File: src/rtl/vga_timing_pkg.sv
// Shared timing constants for the VGA timing generator (800x600@72 Hz defaults)
// plus the coordinate type and the helper that sums one axis into its total.
package vga_timing_pkg;

   localparam int COORD_W   = 11;
   localparam int COORD_MAX = (1 << COORD_W) - 1;

   typedef logic [COORD_W-1:0] coordT;

   localparam int DEF_H_VISIBLE = 800;
   localparam int DEF_H_FRONT   = 56;
   localparam int DEF_H_SYNC    = 120;
   localparam int DEF_H_BACK    = 64;
   localparam int DEF_V_VISIBLE = 600;
   localparam int DEF_V_FRONT   = 37;
   localparam int DEF_V_SYNC    = 6;
   localparam int DEF_V_BACK    = 23;

   // One axis is visible region, front porch, sync and back porch laid end to end
   function automatic int axisTotal(input int visible, input int front,
                                    input int sync, input int back);
      return visible + front + sync + back;
   endfunction

   localparam int DEF_H_TOTAL = axisTotal(DEF_H_VISIBLE, DEF_H_FRONT, DEF_H_SYNC, DEF_H_BACK);
   localparam int DEF_V_TOTAL = axisTotal(DEF_V_VISIBLE, DEF_V_FRONT, DEF_V_SYNC, DEF_V_BACK);

endpackage

File: src/rtl/vga_axis_counter.sv
// Counter for one VGA axis: steps on 'advance', wraps at the axis total and
// decodes registered blank/sync flags that line up with the count they belong to.
module vga_axis_counter
   import vga_timing_pkg::*;
#(
   parameter int VISIBLE = DEF_H_VISIBLE,
   parameter int FRONT   = DEF_H_FRONT,
   parameter int SYNC    = DEF_H_SYNC,
   parameter int BACK    = DEF_H_BACK
)
(
   input  logic  clock,
   input  logic  reset,
   input  logic  advance,
   output coordT count,
   output coordT countNext,
   output logic  wrap,
   output logic  blank,
   output logic  sync
);

   localparam int TOTAL      = axisTotal(VISIBLE, FRONT, SYNC, BACK);
   localparam int SYNC_START = VISIBLE + FRONT;
   localparam int SYNC_END   = SYNC_START + SYNC;

   localparam coordT LAST_C       = coordT'(TOTAL - 1);
   localparam coordT VISIBLE_C    = coordT'(VISIBLE);
   localparam coordT SYNC_START_C = coordT'(SYNC_START);
   localparam coordT SYNC_END_C   = coordT'(SYNC_END);

   // The axis has to fit the 11-bit counter, otherwise the wrap point would alias
   if (TOTAL > COORD_MAX) begin : genTotalTooLarge
      $error("vga_axis_counter: axis total %0d exceeds %0d", TOTAL, COORD_MAX);
   end

   coordT countReg;
   logic  blankReg;
   logic  syncReg;

   // Work out where the counter lands after this edge. The flags are decoded
   // from this next value so that, once registered, they describe exactly the
   // count presented alongside them instead of lagging one cycle behind.
   always_comb begin
      countNext = countReg;
      wrap      = 1'b0;
      if (advance) begin
         if (countReg == LAST_C) begin
            countNext = '0;
            wrap      = 1'b1;
         end else begin
            countNext = countReg + coordT'(1);
         end
      end
   end

   // Count, blank and sync all live in flops; reset clears them straight away
   // so a reset in the middle of a line or frame takes effect without a clock.
   always_ff @(posedge clock or posedge reset) begin
      if (reset) begin
         countReg <= '0;
         blankReg <= 1'b0;
         syncReg  <= 1'b0;
      end else begin
         countReg <= countNext;
         blankReg <= (countNext >= VISIBLE_C);
         syncReg  <= (countNext >= SYNC_START_C) && (countNext < SYNC_END_C);
      end
   end

   assign count = countReg;
   assign blank = blankReg;
   assign sync  = syncReg;

endmodule

File: src/rtl/vga_timing_gen.sv
// VGA timing generator: 50 MHz pixel strobe from the 100 MHz clock, X/Y counters,
// blank/sync decode and a frame-start pulse. Define VGA_TIMING_FRAME_COUNT_EN to add FrameCount.
module vga_timing_gen
   import vga_timing_pkg::*;
#(
   parameter int H_VISIBLE = DEF_H_VISIBLE,
   parameter int H_FRONT   = DEF_H_FRONT,
   parameter int H_SYNC    = DEF_H_SYNC,
   parameter int H_BACK    = DEF_H_BACK,
   parameter int V_VISIBLE = DEF_V_VISIBLE,
   parameter int V_FRONT   = DEF_V_FRONT,
   parameter int V_SYNC    = DEF_V_SYNC,
   parameter int V_BACK    = DEF_V_BACK
)
(
   input  logic               CLK_100MHz,
   input  logic               RESET,
   output logic [COORD_W-1:0] CurrentX,
   output logic [COORD_W-1:0] CurrentY,
   output logic               HBlank,
   output logic               VBlank,
   output logic               HS,
   output logic               VS,
   output logic               PixEn,
   output logic               FrameStart
`ifdef VGA_TIMING_FRAME_COUNT_EN
   ,
   output logic [7:0]         FrameCount
`endif
);

   logic  pixEnReg;
   logic  pixEnNext;
   logic  frameStartReg;
   logic  frameStartNext;
   coordT xCount;
   coordT xNext;
   coordT yCount;
   coordT yNext;
   logic  hWrap;
   logic  vWrap;

   // The horizontal counter steps on every pixel strobe; the vertical counter
   // steps only on the edge where the horizontal counter wraps, so a frame wrap
   // takes both counters back to zero on the same edge.
   vga_axis_counter #(
      .VISIBLE(H_VISIBLE),
      .FRONT  (H_FRONT),
      .SYNC   (H_SYNC),
      .BACK   (H_BACK)
   ) hAxis (
      .clock    (CLK_100MHz),
      .reset    (RESET),
      .advance  (pixEnReg),
      .count    (xCount),
      .countNext(xNext),
      .wrap     (hWrap),
      .blank    (HBlank),
      .sync     (HS)
   );

   vga_axis_counter #(
      .VISIBLE(V_VISIBLE),
      .FRONT  (V_FRONT),
      .SYNC   (V_SYNC),
      .BACK   (V_BACK)
   ) vAxis (
      .clock    (CLK_100MHz),
      .reset    (RESET),
      .advance  (hWrap),
      .count    (yCount),
      .countNext(yNext),
      .wrap     (vWrap),
      .blank    (VBlank),
      .sync     (VS)
   );

   // The pixel strobe simply alternates, and frame start is decoded from the
   // values the strobe and counters are about to take so the registered pulse
   // sits exactly on the cycle showing X=0, Y=0 with the strobe high.
   always_comb begin
      pixEnNext      = ~pixEnReg;
      frameStartNext = pixEnNext && (xNext == '0) && (yNext == '0);
   end

   // Strobe and frame-start flops, cleared asynchronously with the counters.
   always_ff @(posedge CLK_100MHz or posedge RESET) begin
      if (RESET) begin
         pixEnReg      <= 1'b0;
         frameStartReg <= 1'b0;
      end else begin
         pixEnReg      <= pixEnNext;
         frameStartReg <= frameStartNext;
      end
   end

`ifdef VGA_TIMING_FRAME_COUNT_EN
   logic [7:0] frameCountReg;

   // The vertical wrap only fires when the horizontal wrap is advancing it, so
   // it marks the single edge on which the whole frame rolls over.
   always_ff @(posedge CLK_100MHz or posedge RESET) begin
      if (RESET) begin
         frameCountReg <= '0;
      end else if (vWrap) begin
         frameCountReg <= frameCountReg + 8'd1;
      end
   end

   assign FrameCount = frameCountReg;
`else
   logic unusedFrameWrap;
   assign unusedFrameWrap = vWrap;
`endif

   assign CurrentX   = xCount;
   assign CurrentY   = yCount;
   assign PixEn      = pixEnReg;
   assign FrameStart = frameStartReg;

endmodule

File: config.mk
export PLATFORM = sky130hd
export DESIGN_NAME = vga_timing_gen
export DESIGN_NICKNAME = d
export VERILOG_FILES = /design/src/rtl/vga_timing_pkg.sv /design/src/rtl/vga_axis_counter.sv /design/src/rtl/vga_timing_gen.sv
export SDC_FILE = /design/constraint.sdc
export NUM_CORES = 1
export LEC_CHECK = 0
export CORE_MARGIN = 5
export CORE_UTILIZATION = 51
export DETAILED_ROUTE_END_ITERATION = 16
export GPL_TIMING_DRIVEN = 0
export PLACE_DENSITY = 0.76
export SYNTH_ARGS = -nofsm -noshare
export SYNTH_HDL_FRONTEND = slang
export SYNTH_SLANG_ARGS = --single-unit
File: constraint.sdc
create_clock -name CLK_100MHz -period 5.95 [get_ports CLK_100MHz]
set_input_delay 1.785 -clock CLK_100MHz [delete_from_list [all_inputs] [get_ports CLK_100MHz]]
set_output_delay 1.785 -clock CLK_100MHz [all_outputs]
set_load 0.03 [all_outputs]
### After elaboration in Yosys (flattened, before gate mapping)

Cells that the tools add are included.

* bits in registers: 28

* reduce and logical (&&, ||, !) cells: 6
* bitwise gates (word level): 1
* multiplexer cells: 6
* add/sub/neg operators: 2
* equal/unequal tests: 2
* magnitude comparators: 6

Operator list (count)
* greater-or-equal comparator 11 x 10 -> 1 bit, second input constant: 4
* two-way mux 11 bit: 4
* adder 11 x 1 -> 11 bit, second input constant: 2
* zero test 11 bit: 2
* < comparator 11 x 10 -> 1 bit, second input constant: 2
* == test 11 x 10 -> 1 bit, second input constant: 1
* == test 11 bit, second input constant: 1
* logical AND 1 bit: 4
* two-way mux 1 bit: 2
* inverter 1 bit: 1

### Logic depth before layout (Yosys ltp)

* depth in word-level cells: 6
* gate-level depth with buffers: 9
* mapped depth without buffers: 9

### Cells and area by module

A second synthesis with hierarchy kept.

* cell total of the unflattened synthesis: 182
* area total of the unflattened synthesis: 1696.6 um^2

By module, submodules not included
* vga_axis_counter at vAxis: seq. area each 325.3 um^2, instances 1, area an instance 845.8 um^2, cells an instance 92
* vga_axis_counter at hAxis: seq. area each 325.3 um^2, instances 1, area an instance 743.2 um^2, cells an instance 77
* vga_timing_gen: seq. area each 50.0 um^2, instances 1, area an instance 107.6 um^2, cells an instance 13

### Worst setup path after synthesis

OpenSTA, ideal clock, no wires.

* kind: register to register
* start point: register hAxis.countReg[4], in the netlist hAxis.count[4]
* end point: register vAxis.syncReg, in the netlist vAxis.sync
* library setup time: 0.094 ns
* data arrival time: 2.667 ns
* setup slack: 3.189 ns
* buffers on the path: 2
* cell stages (with the launch flop): 9
* cells stage by stage: dfrtp_1 > buf_6 > or4b_4 > buf_6 > nor4_2 > nand4_1 > a211oi_2 > or4b_1 > a211oi_1

* cells in the longest elaborated chain, start to end: 6
* elaborated cells on any way between the ends: 7
* classes of those cells: order compare (2); eq/ne (1); mux (3); reduce/logical (1)

RTL lines
* from (decl): RTL line vga_axis_counter.sv:36 `coordT countReg;`
* from (signal assigned): RTL line vga_axis_counter.sv:64 `countReg <= countNext;`
* == test 11 bit (*): RTL line vga_axis_counter.sv:47 `if (countReg == LAST_C) begin`
* two-way mux 1 bit (*): RTL line vga_axis_counter.sv:47
* two-way mux 1 bit (*): RTL line vga_axis_counter.sv:46 `if (advance) begin`
* two-way mux 11 bit (*): RTL line vga_axis_counter.sv:46
* greater-or-equal comparator 11 x 10 -> 1 bit or < comparator 11 x 10 -> 1 bit (tied branches): RTL line vga_axis_counter.sv:66 `syncReg <= (countNext >= SYNC_START_C) && (countNext < SYNC_END_C);`
* logical AND 1 bit (*): RTL line vga_axis_counter.sv:66
* to (signal assigned): RTL line vga_axis_counter.sv:66
* to (decl): RTL line vga_axis_counter.sv:38 `logic syncReg;`

Every way passes the cells marked *; elsewhere a longest branch is shown, timed or not.

### Worst setup path in the final report

* start point: register vAxis.countReg[1], in the netlist vAxis.count[1]
* end point: output CurrentY[1]

RTL lines
* from (decl): RTL line vga_axis_counter.sv:36
* from (signal assigned): RTL line vga_axis_counter.sv:64
* to (decl): RTL line vga_timing_gen.sv:19 `output logic [COORD_W-1:0] CurrentY,`

No word-level cell between the ends.

==> summary.txt <==
Power
  – PD cells: 145.9 nW/um^2
  – Switching part of the total power: 18.52%
  – Worst IR drop on VDD: 79.66 uV
  – Clock power frac: 43.6%
  – Power dissipated by switching net loads: 0.06382 mW
  – Share of power burned in registers: 55.2%
  – Leakage power total: 1.000 nW
  – Share of power burned in combinational logic: 1.2%
  – Internal power component: 0.2808 mW

Layout
  – Final core occ: 64.52%
  – Layout cells sized above 1: 13.87%
  – Antenna diode instance count: 0
  – Final net count: 244
  – Area delta synth->final: 21.73%
  – Finished Layout Cells: 286

Global route
  – Global-route wire length before repair: 7.383 mm
  – Peak-usage layer in the global routing report: met1
  – Largest net degree at the start of global routing: 29
  – Antenna violations before repair: 0
  – Met2 Use GR: 26.22%
  – Aggregate global routing overflow: 0
  – Global-route track usage on met1: 27.12%
  – Via count of the first global-routing pass: 1496
  – Routing usage on met3: 2.244%
  – Global Route Usage Sum: 17.55%

STA
  – Relative max-transition margin: 31.73%
  – Setup violators final: 0
  – Final setup skew: 4.522 ps
  – Slew Viols, Final: 0
  – Setup WS post-layout: 2642 ps
  – Total Negative Setup Slacks: 0 ps
  – Clock period minus worst slack: 3308 ps
  – Fin. Hold Viols: 0
  – Pin slew with the least headroom to its limit: 1023 ps
  – Final worst path period share: 55.60%
  – RSZ-0062 raised after global routing: false
  – FMAX: 302.3 MHz

Worst setup path
  – Maximum fanout encountered on the critical timing path: 10
  – Kind of start point of the critical path: flip-flop
  – Launch instance of the worst register-to-register path: hAxis.count[0]
  – Worst setup path startpoint: vAxis.count[1]
  – Slack of the worst reg-to-reg path: 2960 ps
  – CP peak stage delay: 730 ps
  – Destination of the critical timing path: CurrentY[1]
  – Critical Setup Path Class: flip-flop to output pin
  – Arrival @ worst endpoint: 1520 ps
  – Endpoint required time on the critical path: 4160 ps
  – Worst-path cell chain: clkdlybuf4s50_1
  – Worst Path Buf+Inv: 1
  – Cell family with most CP delay: buffers and inverters
  – Count of cells along the worst register-to-register path: 8
  – Number of stages on the worst setup path: 1
  – Endpoint of the most critical register-to-register path: vAxis.sync
  – Slowest cell on crit path: clkdlybuf4s50_1
  – Kind of end point of the critical path: output pin

Drt
  – Number of iterations in the first detailed-routing pass: 4
  – Wirelength per Cell: 15.50 microns
  – Number of DRC markers in iteration 0: 159
  – Antenna viol nets, final: 0
  – Via count: 1700
  – Sum of routed wire length over all layers: 4.433 mm
  – Detail-routed via count per cell: 5.944
  – DRC violation count after routing: 0

Floorplan
  – Die W: 71.69 microns
  – Total number of placement rows: 22
  – Initial Util: 53.01%
  – Die Area: 5139 sq um
  – IO Count: 30
  – Area inside the core boundary: 3661 sq um
  – Height of the die: 71.69 microns

Yosys
  – Synthesized instance count: 205
  – Mean instance size in the synthesized netlist: 9.466 sq um
  – Top cell type by total area after synthesis: dfrtp_1
  – Flip-flop and latch count after synthesis: 28
  – Mapped cell area: 1941 sq um
  – Top area cells in the synthesized netlist: dfrtp_1 36%, nand4_1 4.2%, nand2_1 2.9%
  – Area share of the leading cell type in the synthesized netlist: 36.11%
  – Seq/Total Area, Yosys: 36.11%
  – Number of flops mapped to enable cells by yosys: 0
  – Count of warnings emitted by yosys: 0
  – Number of library cell types mapped by synthesis: 59
  – FFs w/ async S/R, synth: 100.0%
  – Syn nets: 210
  – Top_reg_cell synth: dfrtp_1

Run status
  – Status: complete, no violations

Clock network
  – Buffer cell driving the clock tree root: clkbuf_8
  – Count of instances resized after the clock tree is built: 0
  – Post-CTS repair timing setup buffer count: 0
  – CTS tree: built
  – Clock latency on the worst-skew pair: 270 ps
  – H-tree levels: 1
  – Number of buffers inserted during clock tree synthesis: 3
  – CTS max path bufs: 2
  – Total number of clock tree sinks: 28
  – Worst-path clk slew: 100 ps
  – Hold-fix buffers at CTS: 0

Placement
  – Worst slack at placement: 2868 ps
  – Final estimated routing congestion in global placement: 0.9275
  – Number of cells in the design after placement: 282
  – Detail Placement HPWL: 3.390 mm
  – Input/output buffers: 29

Flow run
  – Number of violations of the max-capacitance limit: 0

Min path
  – Hold Crit Class: flip-flop to flip-flop
  – Source of the worst hold timing path: hAxis.count[1]
-- cell usage in the layout (no fill, tap or decap), drive strengths merged, types with 2 or more instances in the layout --
| cell type | instances |
|---|---|
| a211oi | 4 |
| a31o | 2 |
| nor4 | 8 |
| xor2 | 7 |
| nor4b | 2 |
| o31ai | 6 |
| or3 | 4 |
| o211ai | 3 |
| and2 | 3 |
| mux2i | 2 |
| inv | 10 |
| nand4 | 13 |
| o21ai | 7 |
| a21oi | 4 |
| nor2 | 10 |
| buf | 8 |
| xnor2 | 5 |
| nor3 | 9 |
| clkdlybuf4s50 | 29 |
| ha | 3 |
| a31oi | 5 |
| nand3 | 9 |
| or4b | 4 |
| nand2 | 15 |
| and3 | 3 |
| clkbuf | 11 |
| and4 | 2 |
| dfrtp | 28 |
| o22ai | 3 |
-- per-stage QoR --
step / cell area, sq um / hold slack, ps / power (mW)
2_1_floorplan: 1941 / 709.5 / 0.1967
3_3_place_gp: 2291 / 552.5 / 0.1984
3_5_place_dp: 2291 / 549.3 / 0.1984
4_1_cts: 2362 / 575.4 / 0.3477
5_1_grt: 2362 / 615.3 / 0.3550
6_report: 2362 / 571.9 / 0.3446
-- layer usage --
layer	wire length (microns)	up-vias
met5	0	-
met4	35	0
met3	247	5
met2	1936	53
met1	2214	791
li1	-	851
-- cells in the mapped netlist (4+ instances only) --
cell type  number
inv_1          10
clkbuf_1        4
xor2_1          6
o21ai_0         7
o31ai_1         6
nand4_1        13
xnor2_1         5
buf_4           4
a21oi_1         4
nand2_1        15
nor4_1          6
nand3_1         9
nor3_1          7
buf_6           4
dfrtp_1        28
nor2_1         10
a31oi_1         5
-- kinds of logic (layout without fill, tap and decap cells) --
| group | after synthesis | after routing | synth area share [%] |
|---|---|---|---|
| AND/OR/NAND/NOR | 90 | 90 | 29.79 |
| adder cells (fa/ha/maj) | 3 | 3 | 1.934 |
| AO/OA/AOI/OAI | 43 | 43 | 15.80 |
| flip-flops | 28 | 28 | 36.11 |
| buffers and inverters | 26 | 59 | 8.962 |
| multiplexers | 3 | 3 | 1.612 |
| XOR/XNOR | 12 | 12 | 5.803 |
-- how the worst min path moves through the flow --
stage,cells past startpoint,slack (ps),end
floorplan,1,710,hAxis.count[1]
global placement,1,550,hAxis.count[1]
detailed placement,1,550,hAxis.count[1]
CTS,1,580,hAxis.count[1]
global route,1,620,hAxis.count[1]
finish,1,570,hAxis.count[1]
-- power by group through the flow --
stage	Sequential [mW]	Clock [mW]	Combinational, mW
after floorplan	0.194	0	0.00282
after global placement	0.194	0	0.00445
after detailed placement	0.194	0	0.00450
after CTS	0.190	0.153	0.00447
after global routing	0.190	0.160	0.00510
final	0.190	0.150	0.00412
-- state kept, by name (all words and copies together), names as in the netlist --
name and cells:
hAxis.count 11, hAxis.sync 1, FrameStart 1, PixEn 1, vAxis.sync 1, vAxis.count 11
hAxis.blank 1, vAxis.blank 1
-- layout make-up --
| class | count | area, sq um |
|---|---|---|
| plain buffers | 16 | 136.4 |
| clock buffers | 3 | 41.29 |
| clock inverters | 1 | 30.03 |
| fillers | 324 | 1299 |
| inverters | 10 | 37.54 |
| multi-input cells | 151 | 1066 |
| flip-flops and latches | 28 | 700.7 |
| well taps | 48 | 60.06 |
| repair buffers | 29 | 290.3 |
Power figures use the tool's default switching activity.
